File: config.mk
export PLATFORM = sky130hd
export DESIGN_NAME = regfile1
export DESIGN_NICKNAME = d
export VERILOG_FILES = /design/src/rtl/regfile1.sv
export SDC_FILE = /design/constraint.sdc
export NUM_CORES = 1
export LEC_CHECK = 0
export ABC_CLOCK_PERIOD_IN_PS = 3400
export BUFFER_PORTS_ARGS = -buffer_cell sky130_fd_sc_hd__buf_4
export CELL_PAD_IN_SITES_DETAIL_PLACEMENT = 0
export CELL_PAD_IN_SITES_GLOBAL_PLACEMENT = 1
export CORE_ASPECT_RATIO = 0.5
export CORE_MARGIN = 3
export CORE_UTILIZATION = 43
export DETAILED_ROUTE_END_ITERATION = 10
export PLACE_DENSITY_LB_ADDON = 0.25
export SLEW_MARGIN = 40
export SYNTH_ARGS = -nofsm -noshare
export SYNTH_HDL_FRONTEND = slang
export SYNTH_SLANG_ARGS = --single-unit
File: constraint.sdc
create_clock -name ck -period 3.4 [get_ports ck]
set_input_delay 0.17 -clock ck [delete_from_list [all_inputs] [get_ports ck]]
set_output_delay 0.17 -clock ck [all_outputs]
set_load 0.01 [all_outputs]
File: src/rtl/regfile1.sv
// -----------------------------------------------------------------------------
// regfile1 -- four-entry by WIDTH-bit register file for the calculator datapath.
//
// It has one synchronous write port and one combinational read port. All four
// registers are also driven straight onto r_out0..r_out3 for debug and
// observation.
//
// Ports
//   q       out  WIDTH  read data, register[rsel] (combinational)
//   d       in   WIDTH  write data
//   rsel    in   2      read register index
//   wsel    in   2      write register index
//   we      in   1      write enable, active-high
//   ck      in   1      clock; writes happen on the rising edge
//   res     in   1      asynchronous active-high reset; clears all registers
//   r_out0  out  WIDTH  contents of register 0
//   r_out1  out  WIDTH  contents of register 1
//   r_out2  out  WIDTH  contents of register 2
//   r_out3  out  WIDTH  contents of register 3
//
// Build option
//   REGFILE1_BYPASS_EN  When this macro is defined, a write to the register
//                       being read forwards d to q in the same cycle. The
//                       r_outN outputs still show the stored value.
// -----------------------------------------------------------------------------
module regfile1 #(
  parameter int WIDTH = 16
) (
  output logic [WIDTH-1:0] q,
  input  logic [WIDTH-1:0] d,
  input  logic [1:0]       rsel,
  input  logic [1:0]       wsel,
  input  logic             we,
  input  logic             ck,
  input  logic             res,
  output logic [WIDTH-1:0] r_out0,
  output logic [WIDTH-1:0] r_out1,
  output logic [WIDTH-1:0] r_out2,
  output logic [WIDTH-1:0] r_out3
);

  logic [WIDTH-1:0] reg_q [4];
  logic [WIDTH-1:0] reg_d [4];

  // Next-state decode. The case has no default branch that writes, so an
  // X/Z wsel matches no item in simulation and no register changes.
  always_comb begin
    // NOTE: every combinational output gets a default first, so no path
    // leaves it unassigned and no latch is inferred.
    for (int i = 0; i < 4; i++) reg_d[i] = reg_q[i];
    if (we) begin
      case (wsel)
        2'd0:    reg_d[0] = d;
        2'd1:    reg_d[1] = d;
        2'd2:    reg_d[2] = d;
        2'd3:    reg_d[3] = d;
        default: ;
      endcase
    end
  end

  // NOTE: this is a small flop bank and not a RAM macro, so resetting every
  // entry is cheap and gives a defined power-up state.
  always_ff @(posedge ck or posedge res) begin
    if (res) begin
      for (int i = 0; i < 4; i++) reg_q[i] <= '0;
    end else begin
      // NOTE: sequential state uses non-blocking assignments, so every flop
      // samples the values from before the edge.
      for (int i = 0; i < 4; i++) reg_q[i] <= reg_d[i];
    end
  end

  // Read mux. An unknown rsel drives all-X onto q so that a bad index is
  // visible in simulation.
  always_comb begin
    q = 'x;
    case (rsel)
      2'd0:    q = reg_q[0];
      2'd1:    q = reg_q[1];
      2'd2:    q = reg_q[2];
      2'd3:    q = reg_q[3];
      default: q = 'x;
    endcase
`ifdef REGFILE1_BYPASS_EN
    // Write-through forwarding: the value being written is visible on q
    // before the edge. Reset takes priority, so nothing is forwarded then.
    if (we && !res && (wsel == rsel)) q = d;
`endif
  end

  assign r_out0 = reg_q[0];
  assign r_out1 = reg_q[1];
  assign r_out2 = reg_q[2];
  assign r_out3 = reg_q[3];

endmodule

==> metrics.md, run 1 <==
| Metric | Value |
|---|---|
| Routed len/inst | 17.6 um |
| CTS tree | done |
| Sink Count | 64 |
| RSZ-0062 raised after global routing | no |
| Setup Skew | 0 ns |
| Synth top area share | 57.3% |
| Status | completed |
| Synth Register Bits | 64 |
| Worst path required time | 3.23 ns |
| Post-synthesis simple-gate area fraction | 1.83% |
| Vias/cell | 5.15 |
| Initial antenna violation count | 0 |
| PwrDens | 642 mW/mm^2 |
| Number of global-route vias before repair | 1967 |
| Floorplan die width | 120 um |
| H-tree levels | 3 |
| Detailed Place HPWL | 4.33 mm |
| Non-Filler Instances | 356 |
| Clock root buffer | clkbuf_16 |
| # IOs | 103 |
| Max-cap violation count | 0 |
| Adder-cell share of the synthesized area | 0% |
| Row cnt | 20 |
| Slowest cell on crit path | mux4_2 |
| Tot Pwr | 2.50 mW |
| CP arrival | 1.35 ns |
| Via count | 1832 |
| Commonest non-fill, non-tap cell in the layout | buf_4 |
| Die area | 0.00757 sq mm |
| Filler cells | 477 |
| Worst Hold Launch | d[14] |
| Multi-input gate area in the final layout | 0.00113 sq mm |
| Ant diodes | 0 |
| Buf+Inv Stages, Crit Path | 1 |
| Core Util, Final | 63.1% |
| Worst-Skew Late Latency | 0.31 ns |
| Slew headroom | 56.3% |
| Critical Path Source Type | register |
| Die span in y | 63.0 um |
| First-pass detailed-route iteration total | 4 |
| Top cells by area, synth | dfrtp_1 57%, mux2_2 26%, mux4_2 13%, nand3b_2 0.81%, nor3b_4 0.67% |
| Synth Area in XOR/XNOR | 0% |
| Cells after Synth | 157 |
| Crit path kind | register to primary output |
| Initial DRC Count | 95 |
| Resized Gates After CTS | 0 |
| Inserted Clock Buffers | 9 |
| IO buf count | 102 |
| Post CTS Setup Buffer Count | 0 |
| Leakage | 1.79 nW |
| Final Critical Period | 1.52 ns |
| Fin crit share | 44.8% |
| VDD IR max | 298 uV |
| Post-Place Setup Slack | 1.88 ns |
| Critical path, cell by cell | mux4_2 -> buf_4 |
| Post-Syn Area | 0.00280 sq mm |
| Syn_nets | 180 |
| Layout cells sized above 1 | 75.7% |
| CTS Buffer Depth | 2 |
| CTS hold repair buffers | 1 |
| Drc violations | 0 |
| Core Area | 0.00618 sq mm |
| Total area of sequential cells | 0.00160 sq mm |
| TNS Setup | 0 ns |
| Post-synthesis mux area share | 38.7% |
| GR Util All Layers | 17.7% |
| Post-Syn Area per Cell | 17.8 sq um |
| Worst-Margin Slew | 0.655 ns |
| Fmax | 656 MHz |
| Synth area leader | dfrtp_1 |
| Slack of the critical path | 1.88 ns |
| Most frequent cells in the layout | 104 x buf_4, 64 x mux2_2, 64 x dfrtp_1 |
| Endpoints failing setup | 0 |
| Max-slew violations | 0 |
| Syn. warnings | 0 |
| Delay of the slowest critical-path stage | 0.48 ns |
| CP max FO | 3 |
| Register area share after synthesis | 57.3% |
| GR Overflow Total | 0 |
| Clock transition at the registers of the reported paths | 0.05 ns |
| Final hold viol count | 0 |
| RePlAce Congestion | 0.702 |
| Detail Route Antenna Nets | 0 |
| RR Startpoint | r_out3[9] |
| Largest net degree at the start of global routing | 34 |
| Compound-cell area share of the yosys netlist | 0% |
| Initial Utilization | 45.2% |
| HP Class | input port to register |
| Family with the most delay on the worst path | multiplexers |
| First-pass GRT wire length | 10.3 mm |
| Post-placement cell count | 341 |
| Final net count | 288 |
| CP endpoint kind | primary output |
| Critical Path Start | r_out3[14] |
| Total routed wirelength | 6.27 mm |
| Post-synthesis cell type count | 12 |
| P&R area growth vs syn | 39.5% |
| Main combinational cell family by area after synthesis | multiplexers |
==> per-stage QoR <==
stage / instance area, sq um / hold slack, ns
floorplan: 2800 / 0.320
global placement: 3620 / 0.296
detailed placement: 3630 / 0.306
CTS: 3900 / 0.107
global route: 3900 / 0.110
finish: 3900 / 0.116
==> routing by layer <==
layer / routed length, um / vias up / GRT usage, % / part of all wire, %
met5: 0 / - / 0 / 0
met4: 33 / 0 / 4.71 / 0.53
met3: 307 / 2 / 4.61 / 4.9
met2: 3200 / 49 / 29.2 / 51
met1: 2730 / 968 / 23.5 / 44
li1: - / 813 / - / -
==> final cells by class <==
cell class	instances	share of cell area, %
clock buffer	10	6.13
clock inverter	4	0.577
inverter	1	0.0962
multi-input combinational	84	29.0
sequential	64	41.1
tap	88	2.82
timing repair buffer	105	20.3
==> power breakdown <==
part	switching [mW]	leakage, nW	internal (mW)
sequential	0.111	0.757	0.909
combinational	0.267	0.903	0.424
clock	0.292	0.130	0.499
total	0.670	1.79	1.83
==> cell families after synthesis <==
kind of cell / count (synthesis)
muxes: 80
and+or+nand+nor: 4
DFF: 64
buffers and inverters: 9
==> final timing paths <==
| path | endpoint | slack, ns | cells after the start |
|---|---|---|---|
| worst min-delay path | r_out2[14] | 0.12 | 2 |
| worst max register to register | r_out3[9] | 2.60 | 1 |
| max in group asynchronous | r_out1[4] | 2.01 | 4 |
| min in group asynchronous | r_out2[15] | 0.52 | 3 |
| worst min register to register | r_out2[0] | 0.52 | 1 |
| worst max-delay path | q[14] | 1.88 | 2 |
==> cell usage after synthesis <==
| master | n |
|---|---|
| buf_2 | 3 |
| buf_4 | 2 |
| buf_6 | 1 |
| clkbuf_1 | 1 |
| clkbuf_8 | 1 |
| dfrtp_1 | 64 |
| inv_1 | 1 |
| mux2_2 | 64 |
| mux4_2 | 16 |
| nand3_2 | 1 |
| nand3b_2 | 2 |
| nor3b_4 | 1 |
==> flip-flops by register name, indices dropped and copies added, names as in the netlist <==
name and cells:
r_out1 16, r_out2 16, r_out0 16, r_out3 16
No activity file was read; power rests on OpenSTA's default activity.
==> inputs of run 2 (changes only) <==
--- a/config.mk
+++ b/config.mk
@@ -5,13 +5,14 @@
 export SDC_FILE = /design/constraint.sdc
 export NUM_CORES = 1
 export LEC_CHECK = 0
-export ABC_CLOCK_PERIOD_IN_PS = 3400
+export ABC_AREA = 1
+export ABC_CLOCK_PERIOD_IN_PS = 1300
 export BUFFER_PORTS_ARGS = -buffer_cell sky130_fd_sc_hd__buf_4
 export CELL_PAD_IN_SITES_DETAIL_PLACEMENT = 0
 export CELL_PAD_IN_SITES_GLOBAL_PLACEMENT = 1
 export CORE_ASPECT_RATIO = 0.5
 export CORE_MARGIN = 3
-export CORE_UTILIZATION = 43
+export CORE_UTILIZATION = 32
 export DETAILED_ROUTE_END_ITERATION = 10
 export PLACE_DENSITY_LB_ADDON = 0.25
 export SLEW_MARGIN = 40
==> constraint.sdc (replaced) <==
create_clock -name ck -period 1.3 [get_ports ck]
set_input_delay 0.065 -clock ck [delete_from_list [all_inputs] [get_ports ck]]
set_output_delay 0.065 -clock ck [all_outputs]
set_load 0.01 [all_outputs]
==> run 2 against run 1 <==
Against the previous run: wire length is 36% higher; worst hold slack worse by 0.069 ns; global-route usage is 0.094 points lower; area after synthesis hardly changed; critical path type unchanged; highest routed layer unchanged.
==> metrics.md, run 2 <==
| Metric | Value |
|---|---|
| Worst-Skew Late Latency | 0.33 ns (was 0.31 ns) |
| Register area share after synthesis | 57.3% (about the same) |
| RSZ-0062 raised after global routing | no (unchanged) |
| Fin crit share | 92.2% |
| Reg2reg setup slack | 0.60 ns (was 2.60 ns) |
| Worst-Margin Slew | 0.376 ns (was 0.655 ns) |
| Layout cells sized above 1 | 30.9% (was 75.7%) |
| Post-Place Setup Slack | 0.271 ns (was 1.88 ns) |
| Initial antenna violation count | 0 (unchanged) |
| Number of global-route vias before repair | 2586 (was 1967) |
| Slack of the critical path | 0.102 ns (was 1.88 ns) |
| Drc violations | 0 (unchanged) |
| GR Util met2 | 26.2% (was 29.2%) |
| Row cnt | 23 (was 20) |
| Post-route cell area | 0.00406 sq mm (was 0.00390 sq mm) |
| Top cells by area, synth | dfrtp_1 57%, o21ai_0 11%, nand2_1 11%, nand3_1 8.8%, nand4_1 3.6% (was dfrtp_1 57%, mux2_2 26%, mux4_2 13%, nand3b_2 0.81%, nor3b_4 0.67%) |
| First-pass detailed-route iteration total | 4 (unchanged) |
| Via count | 2611 (was 1832) |
| GR Overflow Total | 0 (unchanged) |
| # IOs | 103 (unchanged) |
| Endpoints failing setup | 0 (unchanged) |
| Clock root buffer | clkbuf_16 (unchanged) |
| Critical Path Source Type | register (unchanged) |
| CP arrival | 1.13 ns (was 1.35 ns) |
| Detail Route Antenna Nets | 0 (unchanged) |
| Max-cap violation count | 0 (unchanged) |
| Die span in y | 72.1 um (was 63.0 um) |
| H-tree levels | 3 (unchanged) |
| Largest net degree at the start of global routing | 33 (was 34) |
| EDFF count, synth | 0 (unchanged) |
| Syn. warnings | 0 (unchanged) |
| PwrDens | 1660 mW/mm^2 (was 642 mW/mm^2) |
| Routed len/inst | 15.7 um (was 17.6 um) |
| CTS tree | done (unchanged) |
| CP max FO | 3 (unchanged) |
| Initial Utilization | 33.9% (was 45.2%) |
| TNS Setup | 0 ns (unchanged) |
| Critical path, cell by cell | nand3_1 -> nand4_1 -> buf_4 (was mux4_2 -> buf_4) |
| Syn_nets | 343 (was 180) |
| Clock transition at the registers of the reported paths | 0.05 ns (about the same) |
| Cell with the most instances after synthesis | nand2_1 |
| IO buf count | 102 (unchanged) |
| Core Area | 0.00823 sq mm (was 0.00618 sq mm) |
| Inserted Clock Buffers | 9 (unchanged) |
| Filler cells | 826 (was 477) |
| Vias/cell | 4.81 (was 5.15) |
| Die area | 0.00996 sq mm (was 0.00757 sq mm) |
| Synth top area share | 57.3% (about the same) |
| Post-synthesis cell type count | 13 (was 12) |
| Commonest non-fill, non-tap cell in the layout | buf_4 (unchanged) |
| Post CTS Setup Buffer Count | 0 (unchanged) |
| Total area of sequential cells | 0.00160 sq mm (unchanged) |
| Synth area leader | dfrtp_1 (unchanged) |
| Final Critical Period | 1.20 ns |
| Synth Register Bits | 64 (unchanged) |
| Max-slew violations | 0 (unchanged) |
| RePlAce Congestion | 0.800 (was 0.702) |
| HP Class | input port to register (unchanged) |
| Slew headroom | 74.9% (was 56.3%) |
| M1 GR Usage | 25.1% (was 23.5%) |
| DP Area | 0.00372 sq mm (was 0.00363 sq mm) |
| Final net count | 449 (was 288) |
| M3 GR Usage | 5.13% (was 4.61%) |
| Final hold viol count | 0 (unchanged) |
| Worst path required time | 1.24 ns (was 3.23 ns) |
| Cells after Synth | 320 (was 157) |
| Most frequent cells in the layout | 115 x buf_4, 81 x nand2_1, 64 x o21ai_0, 64 x dfrtp_1, 49 x nand3_1 (was 104 x buf_4, 64 x mux2_2, 64 x dfrtp_1) |
| Post-Syn Area per Cell | 8.73 sq um (was 17.8 sq um) |
| Initial DRC Count | 130 (was 95) |
| Fmax | 835 MHz |
| Sink Count | 64 (unchanged) |
| Detailed Place HPWL | 6.14 mm (was 4.33 mm) |
| P&R area growth vs syn | 45.5% (was 39.5%) |
| Crit path kind | register to primary output (unchanged) |
| Slowest cell on crit path | dfrtp_1 (was mux4_2) |
| Prevailing post-synth register cell | dfrtp_1 (unchanged) |
| Synth async-reset ratio | 100% (unchanged) |
| Status | completed (unchanged) |
| VDD IR max | 654 uV (was 298 uV) |
| Floorplan die width | 138 um (was 120 um) |
| Multi-input gate area in the final layout | 1000 sq um (was 0.00113 sq mm) |
| CP endpoint kind | primary output (unchanged) |
| Post-Syn Area | 0.00279 sq mm (was 0.00280 sq mm) |
| Commonest cells in the netlist | 81 x nand2_1, 64 x dfrtp_1, 64 x o21ai_0 (was 64 x dfrtp_1, 64 x mux2_2, 16 x mux4_2) |
| Ant diodes | 0 (unchanged) |
| Delay of the slowest critical-path stage | 0.42 ns (was 0.48 ns) |
| GR Util All Layers | 17.6% (was 17.7%) |
| First-pass GRT wire length | 13.8 mm (was 10.3 mm) |
| CTS Buffer Depth | 2 (unchanged) |
| Leakage | 2.04 nW (was 1.79 nW) |
| Total routed wirelength | 8.54 mm (was 6.27 mm) |
| GRT Max-Usage Layer | met2 (unchanged) |
| Setup Skew | 0 ns (unchanged) |
==> run 2: cells by family (layout without fill, tap and decap cells) <==
| group | after synthesis | in the layout | share of synthesized area (%) |
|---|---|---|---|
| buf+inv | 42 | 153 | 6.90 |
| compound gates | 64 | 64 | 11.5 |
| flops | 64 | 64 | 57.3 |
| simple gates | 150 | 150 | 24.3 |
==> run 2: layer usage <==
metal	wire [um]	vias up
li1	-	1294
met4	92	0
met3	480	11
met1	4280	1215
met5	0	-
met2	3680	91
==> run 2: what timing repair did <==
item | 4_1_cts | 5_1_grt
hold endpoints to repair | 11 | 0
gates resized for setup | 0 | 0
hold buffers | 1 | 0
==> run 2: critical path, delay by kind of cell (launching register included) <==
| family | cells | cell delay (ns) |
|---|---|---|
| flops | 1 | 0.42 |
| simple gates | 2 | 0.22 |
| buf+inv | 1 | 0.17 |
==> run 2: area by class of cell <==
cell class	instances	area share, %
tap	112	3.45
clock inverter	2	1.48
sequential	64	39.4
clock buffer	14	6.74
timing repair buffer	118	22.5
multi-input combinational	214	24.6
inverter	19	1.85
==> run 2: final timing paths <==
check,start,end,cells past startpoint
max,r_out1[7],q[7],3
min,d[14],r_out1[14],3
max reg2reg,r_out1[4],r_out1[4],2
min reg2reg,r_out0[1],r_out0[1],2
max in group asynchronous,res,r_out2[10],4
min in group asynchronous,res,r_out0[9],3
==> run 2: through the flow <==
| stage | cells | utilization, % | hold WS [ns] | power, mW |
|---|---|---|---|---|
| 2_1_floorplan | 320 | - | 0.196 | 3.23 |
| 3_3_place_gp | 526 | 45.2 | 0.0702 | 4.12 |
| 3_5_place_dp | 526 | 45.2 | 0.0764 | 4.14 |
| 4_1_cts | 543 | 49.4 | 0.0349 | 6.85 |
| 5_1_grt | 543 | 49.4 | 0.0442 | 7.10 |
| 6_report | 543 | 49.4 | 0.0467 | 6.76 |
==> run 2: report_power, final <==
part | internal (mW) | switching, mW | leakage (nW)
Sequential | 2.32 | 0.293 | 0.799
Combinational | 0.749 | 0.737 | 1.08
Clock | 1.84 | 0.830 | 0.163
==> inputs of run 3 (changes only) <==
--- a/config.mk
+++ b/config.mk
@@ -14,7 +14,9 @@
 export CORE_MARGIN = 3
 export CORE_UTILIZATION = 32
 export DETAILED_ROUTE_END_ITERATION = 10
+export MAX_ROUTING_LAYER = met4
 export PLACE_DENSITY_LB_ADDON = 0.25
+export SKIP_CTS_REPAIR_TIMING = 1
 export SLEW_MARGIN = 40
 export SYNTH_ARGS = -nofsm -noshare
 export SYNTH_HDL_FRONTEND = slang
==> run 3 against run 2 <==
Against the previous run: die area is the same; clock-buffer cell count is the same; cell area stayed put; total power is essentially flat; via count increased by 0.88%; cell count stayed put; sequential share of layout area unchanged; clock skew did not move; core utilization is the same; worst hold slack worse by 0.0031 ns; first-iteration DRC count is 6.2% higher; maximum frequency hardly changed; highest routed layer unchanged.
==> metrics.md, run 3 (synthesis results as in run 2) <==
| Metric | Value |
|---|---|
| Largest net degree at the start of global routing | 33 (unchanged) |
| Fin crit share | 92.1% (was 92.2%) |
| GR Util All Layers | 18.1% (was 17.6%) |
| Most frequent cells in the layout | 115 x buf_4, 81 x nand2_1, 64 x o21ai_0, 64 x dfrtp_1, 49 x nand3_1 (unchanged) |
| Total routed wirelength | 8.55 mm (was 8.54 mm) |
| Worst Hold Launch | d[1] (was d[14]) |
| Die area | 0.00996 sq mm (unchanged) |
| Clock transition at the registers of the reported paths | 0.05 ns (about the same) |
| CP arrival | 1.13 ns (about the same) |
| Setup Skew | 0 ns (unchanged) |
| Final Critical Period | 1.20 ns (about the same) |
| Detail Route Antenna Nets | 0 (unchanged) |
| Initial Utilization | 33.9% (unchanged) |
| Crit path kind | register to primary output (unchanged) |
| Final net count | 449 (unchanged) |
| Core Area | 0.00823 sq mm (unchanged) |
| Detailed Place HPWL | 6.14 mm (unchanged) |
| Status | completed (unchanged) |
| Post-Place Setup Slack | 0.271 ns (unchanged) |
| RSZ-0062 raised after global routing | no (unchanged) |
| RR Startpoint | r_out1[4] (unchanged) |
| Hold Path End | r_out1[1] (was r_out1[14]) |
| Logic gate share of total power | 22.0% (about the same) |
| HP Class | input port to register (unchanged) |
| Slack of the critical path | 0.103 ns (was 0.102 ns) |
| Initial DRC Count | 138 (was 130) |
| GR Overflow Total | 0 (unchanged) |
| Sink Count | 64 (unchanged) |
| Vias/cell | 4.85 (was 4.81) |
| Number of global-route vias before repair | 2576 (was 2586) |
| Commonest non-fill, non-tap cell in the layout | buf_4 (unchanged) |
| Clock root buffer | clkbuf_16 (unchanged) |
| First-pass detailed-route iteration total | 4 (unchanged) |
| VDD IR max | 657 uV (was 654 uV) |
| Inserted Clock Buffers | 9 (unchanged) |
| Layout cells sized above 1 | 30.9% (unchanged) |
| Max-slew violations | 0 (unchanged) |
| Die span in y | 72.1 um (unchanged) |
| Switch Pwr | 1.86 mW (about the same) |
| Worst path required time | 1.24 ns (about the same) |
| Initial antenna violation count | 0 (unchanged) |
| Ant diodes | 0 (unchanged) |
| Sw Share | 27.5% (about the same) |
| H-tree levels | 3 (unchanged) |
| Floorplan die width | 138 um (unchanged) |
| Final hold viol count | 0 (unchanged) |
| Row cnt | 23 (unchanged) |
| # IOs | 103 (unchanged) |
| Slew headroom | 74.8% (was 74.9%) |
| P&R area growth vs syn | 45.5% (unchanged) |
| PwrDens | 1660 mW/mm^2 (about the same) |
| Worst R2R Path Depth | 2 (unchanged) |
| Core Util, Final | 49.4% (unchanged) |
| Reg2reg setup slack | 0.59 ns (was 0.60 ns) |
| First-pass GRT wire length | 13.8 mm (about the same) |
| Filler cells | 826 (unchanged) |
| Max-cap violation count | 0 (unchanged) |
| Flop pwr share | 38.6% (about the same) |
| Via count | 2634 (was 2611) |
| Endpoints failing setup | 0 (unchanged) |
| CP max FO | 3 (unchanged) |
| Int Power | 4.90 mW (about the same) |
| Leakage | 2.04 nW (unchanged) |
| Clk pwr share | 39.5% (was 39.4%) |
| CP endpoint kind | primary output (unchanged) |
| Worst-Skew Late Latency | 0.33 ns (about the same) |
| TNS Setup | 0 ns (unchanged) |
| CTS tree | done (unchanged) |
| FF-to-FF End | r_out1[4] (unchanged) |
| Fmax | 835 MHz (about the same) |
| Routed len/inst | 15.7 um (about the same) |
| RePlAce Congestion | 0.812 (was 0.800) |
| IO buf count | 102 (unchanged) |
| Min-Delay Path Depth | 3 (unchanged) |
| Critical Path Source Type | register (unchanged) |
| Hold Slack | 0.0436 ns (was 0.0467 ns) |
| Worst-Margin Slew | 0.377 ns (was 0.376 ns) |
| CTS Buffer Depth | 2 (unchanged) |
| Drc violations | 0 (unchanged) |
==> run 3: per-layer routing <==
layer,GRT usage (%),routed length (um),up-vias
met5,-,0,-
met2,26.2,3690,99
met3,5.07,517,10
met1,25.1,4240,1234
li1,-,-,1291
met4,5.26,95,0
==> run 3: through the flow <==
step	area, sq um	power [mW]	cells
detailed placement	3720	4.14	526
CTS	4050	6.84	542
global route	4060	7.10	543
global placement	3720	4.12	526
floorplan	2800	3.23	320
finish	4060	6.76	543
==> run 3: worst max-delay path by stage <==
stage	endpoint	slack, ns	startpoint
floorplan	q[0]	0.53	rsel[0]
CTS	q[5]	0.09	r_out2[5]
global placement	q[5]	0.28	rsel[0]
global route	q[5]	0.04	r_out2[5]
detailed placement	q[5]	0.27	rsel[0]
finish	q[7]	0.10	r_out1[7]
==> run 3: cell type report <==
| cell class | count | area (sq um) | share of cell area (%) |
|---|---|---|---|
| clock inverter | 2 | 60.1 | 1.48 |
| timing repair buffer | 118 | 913 | 22.5 |
| clock buffer | 14 | 274 | 6.74 |
| tap | 112 | 140 | 3.45 |
| inverter | 19 | 75.1 | 1.85 |
| sequential | 64 | 1600 | 39.4 |
| multi-input combinational | 214 | 1000 | 24.6 |
==> run 3: power by group through the flow <==
stage | registers [mW] | logic (mW) | clock network, mW
5_1_grt | 2.66 | 1.65 | 2.79
2_1_floorplan | 2.72 | 0.509 | 0
6_report | 2.61 | 1.49 | 2.67
3_3_place_gp | 2.63 | 1.48 | 0
3_5_place_dp | 2.63 | 1.51 | 0
4_1_cts | 2.61 | 1.51 | 2.72
==> run 3: worst max-delay path, cell delays in order (launching register included) <==
cell and delay [ns]:
dfrtp_1 0.42, nand3_1 0.10, nand4_1 0.12, buf_4 0.17
